**config.mk**
```make
export PLATFORM = sky130hd
export DESIGN_NAME = camera_ray_dispatcher
export DESIGN_NICKNAME = d
export VERILOG_FILES = /design/src/rtl/camera_ray_dispatcher.sv
export SDC_FILE = /design/constraint.sdc
export NUM_CORES = 1
export LEC_CHECK = 0
export CAP_MARGIN = 20
export CORE_AREA = 2 2 141 143
export CTS_BUF_LIST = sky130_fd_sc_hd__clkbuf_8
export CTS_CLUSTER_DIAMETER = 200
export DETAILED_ROUTE_END_ITERATION = 16
export DIE_AREA = 0 0 143 145
export PLACE_DENSITY_LB_ADDON = 0.05
export SLEW_MARGIN = 0
export SYNTH_ARGS = -nofsm -noshare
export SYNTH_HDL_FRONTEND = slang
export SYNTH_SLANG_ARGS = --single-unit
```
**constraint.sdc**
```tcl
create_clock -name clk -period 4.5 [get_ports clk]
set_input_delay 0.9 -clock clk [delete_from_list [all_inputs] [get_ports clk]]
set_output_delay 0.9 -clock clk [all_outputs]
set_load 0.01 [all_outputs]
```
**src/rtl/camera_ray_dispatcher.sv**
```systemverilog
// Primary camera ray generator: walks a frame in raster order and issues one direction vector per pixel,
// paced by a minimum issue gap and held off while no square-root unit reports idle.
module camera_ray_dispatcher #(
  parameter int                 H_RES     = 64,
  parameter int                 V_RES     = 48,
  parameter int                 ISSUE_GAP = 4,
  parameter logic signed [31:0] STEP_X    = 32'sd512,
  parameter logic signed [31:0] STEP_Y    = 32'sd512,
  parameter logic signed [31:0] Z_DIR     = -32'sd16384
) (
  input  logic               clk,
  input  logic               rst,
  input  logic               frame_start,
  input  logic               frame_abort,
  input  logic [4:0]         sqrt_START,
  output logic               ray_VALID,
  output logic signed [31:0] DX,
  output logic signed [31:0] DY,
  output logic signed [31:0] DZ,
  output logic [15:0]        pix_x,
  output logic [15:0]        pix_y,
  output logic               frame_busy,
  output logic               frame_done
);

  // state | meaning
  // IDLE  | waiting for frame_start
  // ISSUE | walking pixels, one ray per permitted slot
  // DONE  | last ray issued, frame_done pulses on the next edge
  typedef enum logic [1:0] {
    IDLE  = 2'd0,
    ISSUE = 2'd1,
    DONE  = 2'd2
  } state_t;

  localparam int GW = (ISSUE_GAP > 1) ? $clog2(ISSUE_GAP) : 1;
  localparam logic signed [31:0] X0 = -($signed(32'(H_RES / 2)) * STEP_X);
  localparam logic signed [31:0] Y0 = $signed(32'(V_RES / 2)) * STEP_Y;
  localparam logic [15:0] PX_LAST = 16'(H_RES - 1);
  localparam logic [15:0] PY_LAST = 16'(V_RES - 1);
  localparam logic [GW-1:0] GAP_LOAD = GW'(ISSUE_GAP - 1);

  state_t             state_q, state_d;
  logic [15:0]        px_q, px_d, py_q, py_d;
  logic signed [31:0] x_acc_q, x_acc_d, y_acc_q, y_acc_d;
  logic [GW-1:0]      gap_cnt_q, gap_cnt_d;
  logic               valid_q, valid_d, done_q, done_d;
  logic signed [31:0] dx_q, dx_d, dy_q, dy_d, dz_q, dz_d;
  logic [15:0]        pix_x_q, pix_x_d, pix_y_q, pix_y_d;
  logic               issue_ok;

  assign issue_ok = (gap_cnt_q == '0) && (|sqrt_START);

  always_comb begin
    state_d   = state_q;
    px_d      = px_q;
    py_d      = py_q;
    x_acc_d   = x_acc_q;
    y_acc_d   = y_acc_q;
    gap_cnt_d = gap_cnt_q;
    valid_d   = 1'b0;
    done_d    = 1'b0;
    dx_d      = dx_q;
    dy_d      = dy_q;
    dz_d      = dz_q;
    pix_x_d   = pix_x_q;
    pix_y_d   = pix_y_q;
    case (state_q)
      IDLE: begin
        if (frame_start && !frame_abort) begin
          state_d   = ISSUE;
          px_d      = '0;
          py_d      = '0;
          x_acc_d   = X0;
          y_acc_d   = Y0;
          gap_cnt_d = '0;
        end
      end
      ISSUE: begin
        if (frame_abort) begin
          state_d = IDLE;
        end else if (issue_ok) begin
          valid_d   = 1'b1;
          dx_d      = x_acc_q;
          dy_d      = y_acc_q;
          dz_d      = Z_DIR;
          pix_x_d   = px_q;
          pix_y_d   = py_q;
          gap_cnt_d = GAP_LOAD;
          if (px_q < PX_LAST) begin
            px_d    = px_q + 16'd1;
            x_acc_d = x_acc_q + STEP_X;
          end else begin
            px_d    = '0;
            x_acc_d = X0;
            py_d    = py_q + 16'd1;
            y_acc_d = y_acc_q - STEP_Y;
          end
          if (px_q == PX_LAST && py_q == PY_LAST) state_d = DONE;
        end else if (gap_cnt_q != '0) begin
          gap_cnt_d = gap_cnt_q - 1'b1;
        end
      end
      DONE: begin
        state_d = IDLE;
        done_d  = !frame_abort;
      end
      default: state_d = IDLE;
    endcase
  end

  always_ff @(posedge clk or negedge rst) begin
    if (!rst) begin
      state_q   <= IDLE;
      px_q      <= '0;
      py_q      <= '0;
      x_acc_q   <= '0;
      y_acc_q   <= '0;
      gap_cnt_q <= '0;
      valid_q   <= 1'b0;
      done_q    <= 1'b0;
      dx_q      <= '0;
      dy_q      <= '0;
      dz_q      <= '0;
      pix_x_q   <= '0;
      pix_y_q   <= '0;
    end else begin
      state_q   <= state_d;
      px_q      <= px_d;
      py_q      <= py_d;
      x_acc_q   <= x_acc_d;
      y_acc_q   <= y_acc_d;
      gap_cnt_q <= gap_cnt_d;
      valid_q   <= valid_d;
      done_q    <= done_d;
      dx_q      <= dx_d;
      dy_q      <= dy_d;
      dz_q      <= dz_d;
      pix_x_q   <= pix_x_d;
      pix_y_q   <= pix_y_d;
    end
  end

  assign ray_VALID  = valid_q;
  assign DX         = dx_q;
  assign DY         = dy_q;
  assign DZ         = dz_q;
  assign pix_x      = pix_x_q;
  assign pix_y      = pix_y_q;
  assign frame_busy = (state_q == ISSUE) || (state_q == DONE);
  assign frame_done = done_q;

endmodule

```
==> results_tabular.tex <==
\begin{tabular}{lr}
\hline
Metric & Value \\
\hline
\multicolumn{2}{l}{\textbf{Outcome}} \\
Result of the run & complete, no violations \\
\multicolumn{2}{l}{\textbf{Yosys}} \\
Fraction of the yosys area taken by sequential cells & 0.517 \\
Synth Instances & 739 \\
Most instantiated flip-flop cell in the synthesis netlist & sky130\_fd\_sc\_hd\_\_dfrtp\_1 \\
Post-synthesis async set-or-reset flop share & 1.00 \\
Mapped cell area & 7890 um\^{}2 \\
Post-synth EDFFs & 0 \\
Number of register bits inferred by synthesis & 163 \\
Average cell area after synthesis & 10.7 um\^{}2 \\
Ys Warns & 0 \\
Post-synthesis cell type count & 55 \\
\multicolumn{2}{l}{\textbf{Cells and area}} \\
Total number of nets in the final design & 834 \\
Count of antenna diodes in the layout & 0 \\
Area delta synth->final & 19.5\% \\
Share of final-layout standard cells stronger than drive strength 1 & 0.147 \\
\multicolumn{2}{l}{\textbf{Floorplan}} \\
Effective utilization at floorplan & 0.411 \\
Number of core rows & 51 \\
Total die area & 20700 um\^{}2 \\
Core Area & 19200 um\^{}2 \\
Die outline width & 143 um \\
Chip height & 145 um \\
Count of boundary I/O pins & 140 \\
\multicolumn{2}{l}{\textbf{STA}} \\
Achievable clock frequency & 318 MHz \\
Setup-failing EPs final & 0 \\
Headroom to the max-slew limit & 0.320 \\
Final worst hold slack & 0.487 ns \\
Final Slew Violations & 0 \\
Transition at the pin with the smallest max-transition slack & 1.02 ns \\
Hold Fails Final Rpt & 0 \\
RSZ-0062 raised after global routing & no \\
Worst clock skew & 0.00835 ns \\
Share of the clock period used by the worst path & 0.700 \\
Time the final worst path needs with I/O delays and setup & 3.15 ns \\
Setup\_tns & 0 ns \\
\multicolumn{2}{l}{\textbf{Clock tree}} \\
Maximum clock path buffer count & 2 \\
Total setup buffers inserted after CTS & 0 \\
CTS H-tree lvls & 4 \\
Clock Root Buffer & sky130\_fd\_sc\_hd\_\_clkbuf\_8 \\
Resized Gates After CTS & 0 \\
Number of clock buffers inserted by TritonCTS & 17 \\
Clock latency reported for the late side of the worst-skew pair & 0.46 ns \\
CTS Hold Buffers Added & 0 \\
TritonCTS clock tree & yes \\
Worst-path clk slew & 0.09 ns \\
CTS sink cnt & 163 \\
\multicolumn{2}{l}{\textbf{Routing}} \\
Residual antenna-violating net count after detailed routing & 0 \\
Vias & 5872 \\
Sum of routed wire length over all layers & 18500 um \\
Routed length per placed instance & 16.9 um \\
DRT iter0 DRCs & 372 \\
1st-pass router iterations & 5 \\
Residual DRC & 0 \\
Via-to-Cell Ratio & 5.36 \\
\multicolumn{2}{l}{\textbf{Global routing}} \\
Via count of the first global-routing pass & 5870 \\
Pin count of the biggest net entering global routing & 108 \\
Global-route wire length before repair & 30600 um \\
Number of antenna violations at the first check in global routing & 0 \\
Overall global routing resource usage & 0.185 \\
Total overflow reported by the global router & 0 \\
\multicolumn{2}{l}{\textbf{Setup path}} \\
Arrival time of data at the critical path endpoint & 3.53 ns \\
CP Data Required Time & 4.88 ns \\
Peak fanout along the critical path & 15 \\
CP endpoint kind & register \\
First element of the critical path & state\_q[1] \\
FF-to-FF setup slack & 1.35 ns \\
WS Path Type & reg -> reg \\
Worst r2r src & state\_q[1] \\
Critical path startpoint category & register \\
\multicolumn{2}{l}{\textbf{Power and ir drop}} \\
Power per standard cell area & 521 nW/um\^{}2 \\
Leakage dissipation & 3.94 nW \\
Max rail drop VDD & 0.321 mV \\
\multicolumn{2}{l}{\textbf{Placed design}} \\
Final HPWL DP & 12600 um \\
Port Buf Inserts & 107 \\
Routability congestion estimate from global placement & 0.802 \\
\multicolumn{2}{l}{\textbf{Run}} \\
Number of maximum-capacitance violations & 0 \\
\multicolumn{2}{l}{\textbf{Worst hold path}} \\
Min-delay src & DX[13] \\
Path category of the worst min-delay check & reg -> reg \\
\hline
\end{tabular}
per-layer routing:
metal	global-route usage	routed length, um	vias up
li1	-	-	2775
met1	0.245	8340	2923
met2	0.306	9250	152
met3	0.0366	680	22
met4	0.0574	260	0
met5	0	0	-
final cells by class:
class	count	area [um^2]
well taps	265	332
repair buffers	115	1160
fillers	1778	9780
clock buffers	20	275
clock inverters	12	178
multi-input cells	505	3350
flip-flops and latches	163	4080
inverters	15	56.3
cells by family (layout without fill, tap and decap cells):
kind of cell	count (synthesis)	in the layout	synth area share
flip-flops	163	163	0.517
other	1	32	0.000475
XOR/XNOR	8	8	0.00888
AND/OR/NAND/NOR	243	243	0.173
adder cells (fa/ha/maj)	8	8	0.0127
buffers and inverters	102	162	0.0755
AO/OA/AOI/OAI	139	139	0.107
multiplexers	75	75	0.106
final timing paths:
| kind | endpoint | depth (start not counted) |
|---|---|---|
| max | y_acc_q[25] | 8 |
| min | DX[13] | 2 |
| max reg2reg | y_acc_q[25] | 8 |
| min reg2reg | DX[13] | 2 |
| max in group asynchronous | DX[19] | 2 |
| min in group asynchronous | DY[28] | 1 |
synthesized netlist by cell type (4+ instances only):
cell type | number | share of area
sky130_fd_sc_hd__a211o_1 | 4 | 0.0044
sky130_fd_sc_hd__a21oi_1 | 38 | 0.024
sky130_fd_sc_hd__a31oi_1 | 5 | 0.0040
sky130_fd_sc_hd__and2_1 | 8 | 0.0063
sky130_fd_sc_hd__and3_1 | 12 | 0.0095
sky130_fd_sc_hd__and4_1 | 5 | 0.0055
sky130_fd_sc_hd__buf_2 | 17 | 0.011
sky130_fd_sc_hd__buf_4 | 51 | 0.049
sky130_fd_sc_hd__clkbuf_1 | 19 | 0.0090
sky130_fd_sc_hd__dfrtp_1 | 163 | 0.52
sky130_fd_sc_hd__ha_1 | 8 | 0.013
sky130_fd_sc_hd__inv_1 | 15 | 0.0071
sky130_fd_sc_hd__mux2_2 | 71 | 0.10
sky130_fd_sc_hd__mux2i_1 | 4 | 0.0051
sky130_fd_sc_hd__nand2_1 | 47 | 0.022
sky130_fd_sc_hd__nand3_1 | 38 | 0.024
sky130_fd_sc_hd__nand4_1 | 15 | 0.012
sky130_fd_sc_hd__nor2_1 | 23 | 0.011
sky130_fd_sc_hd__nor3_1 | 16 | 0.010
sky130_fd_sc_hd__nor4_1 | 16 | 0.013
sky130_fd_sc_hd__o21ai_0 | 53 | 0.034
sky130_fd_sc_hd__o31ai_1 | 14 | 0.013
sky130_fd_sc_hd__or3_1 | 27 | 0.021
sky130_fd_sc_hd__or4_1 | 14 | 0.013
sky130_fd_sc_hd__xnor2_1 | 5 | 0.0055
report_power, final:
part	internal [mW]	leakage [nW]	switching, mW
Clock	0.649	0.217	0.551
Sequential	1.74	2.07	0.256
Combinational	0.797	1.65	0.923
Total	3.19	3.94	1.73
placed cells by master, fill, tap and decap left out, drive strengths merged, types with 4 or more instances in the layout:
cell,count
dfrtp,163
clkdlybuf4s50,106
mux2,71
o21ai,54
nand2,47
a21oi,39
nand3,38
conb,32
or3,28
nor2,23
clkbuf,20
nor4,16
inv,16
nor3,16
nand4,15
or4,15
o31ai,14
and3,12
buf,9
and2,8
ha,8
and4,5
a31oi,5
xnor2,5
mux2i,4
a211o,4
clkinvlp,4
bufinv,4
flip-flops by register name (all words and copies together) (netlist names):
register	flops
frame_done	1
pix_x	16
DZ	1
state_q	2
pix_y	16
x_acc_q	23
px_q	16
DX	23
DY	23
py_q	16
ray_VALID	1
y_acc_q	23
gap_cnt_q	2
worst max-delay path, stage by stage, from the launching register on:
cell and delay [ns]:
sky130_fd_sc_hd__dfrtp_1 0.39, sky130_fd_sc_hd__inv_1 0.11, sky130_fd_sc_hd__ha_1 0.53, sky130_fd_sc_hd__mux2i_1 0.24, sky130_fd_sc_hd__nor3_2 0.52, sky130_fd_sc_hd__buf_4 0.34, sky130_fd_sc_hd__nand2_1 0.25, sky130_fd_sc_hd__or4_1 0.54
sky130_fd_sc_hd__a21oi_1 0.16
stage by stage:
step	std cells	area (um^2)	power [mW]	utilization	worst slack (ns)
global route	1095	9430	5.24	0.491	1.10
detailed placement	1063	8970	3.76	0.467	0.983
global placement	1063	8970	3.72	0.467	0.967
finish	1095	9430	4.92	0.491	1.35
CTS	1095	9430	4.97	0.491	1.32
floorplan	770	8010	3.04	-	1.80
Power figures use the tool's default switching activity.
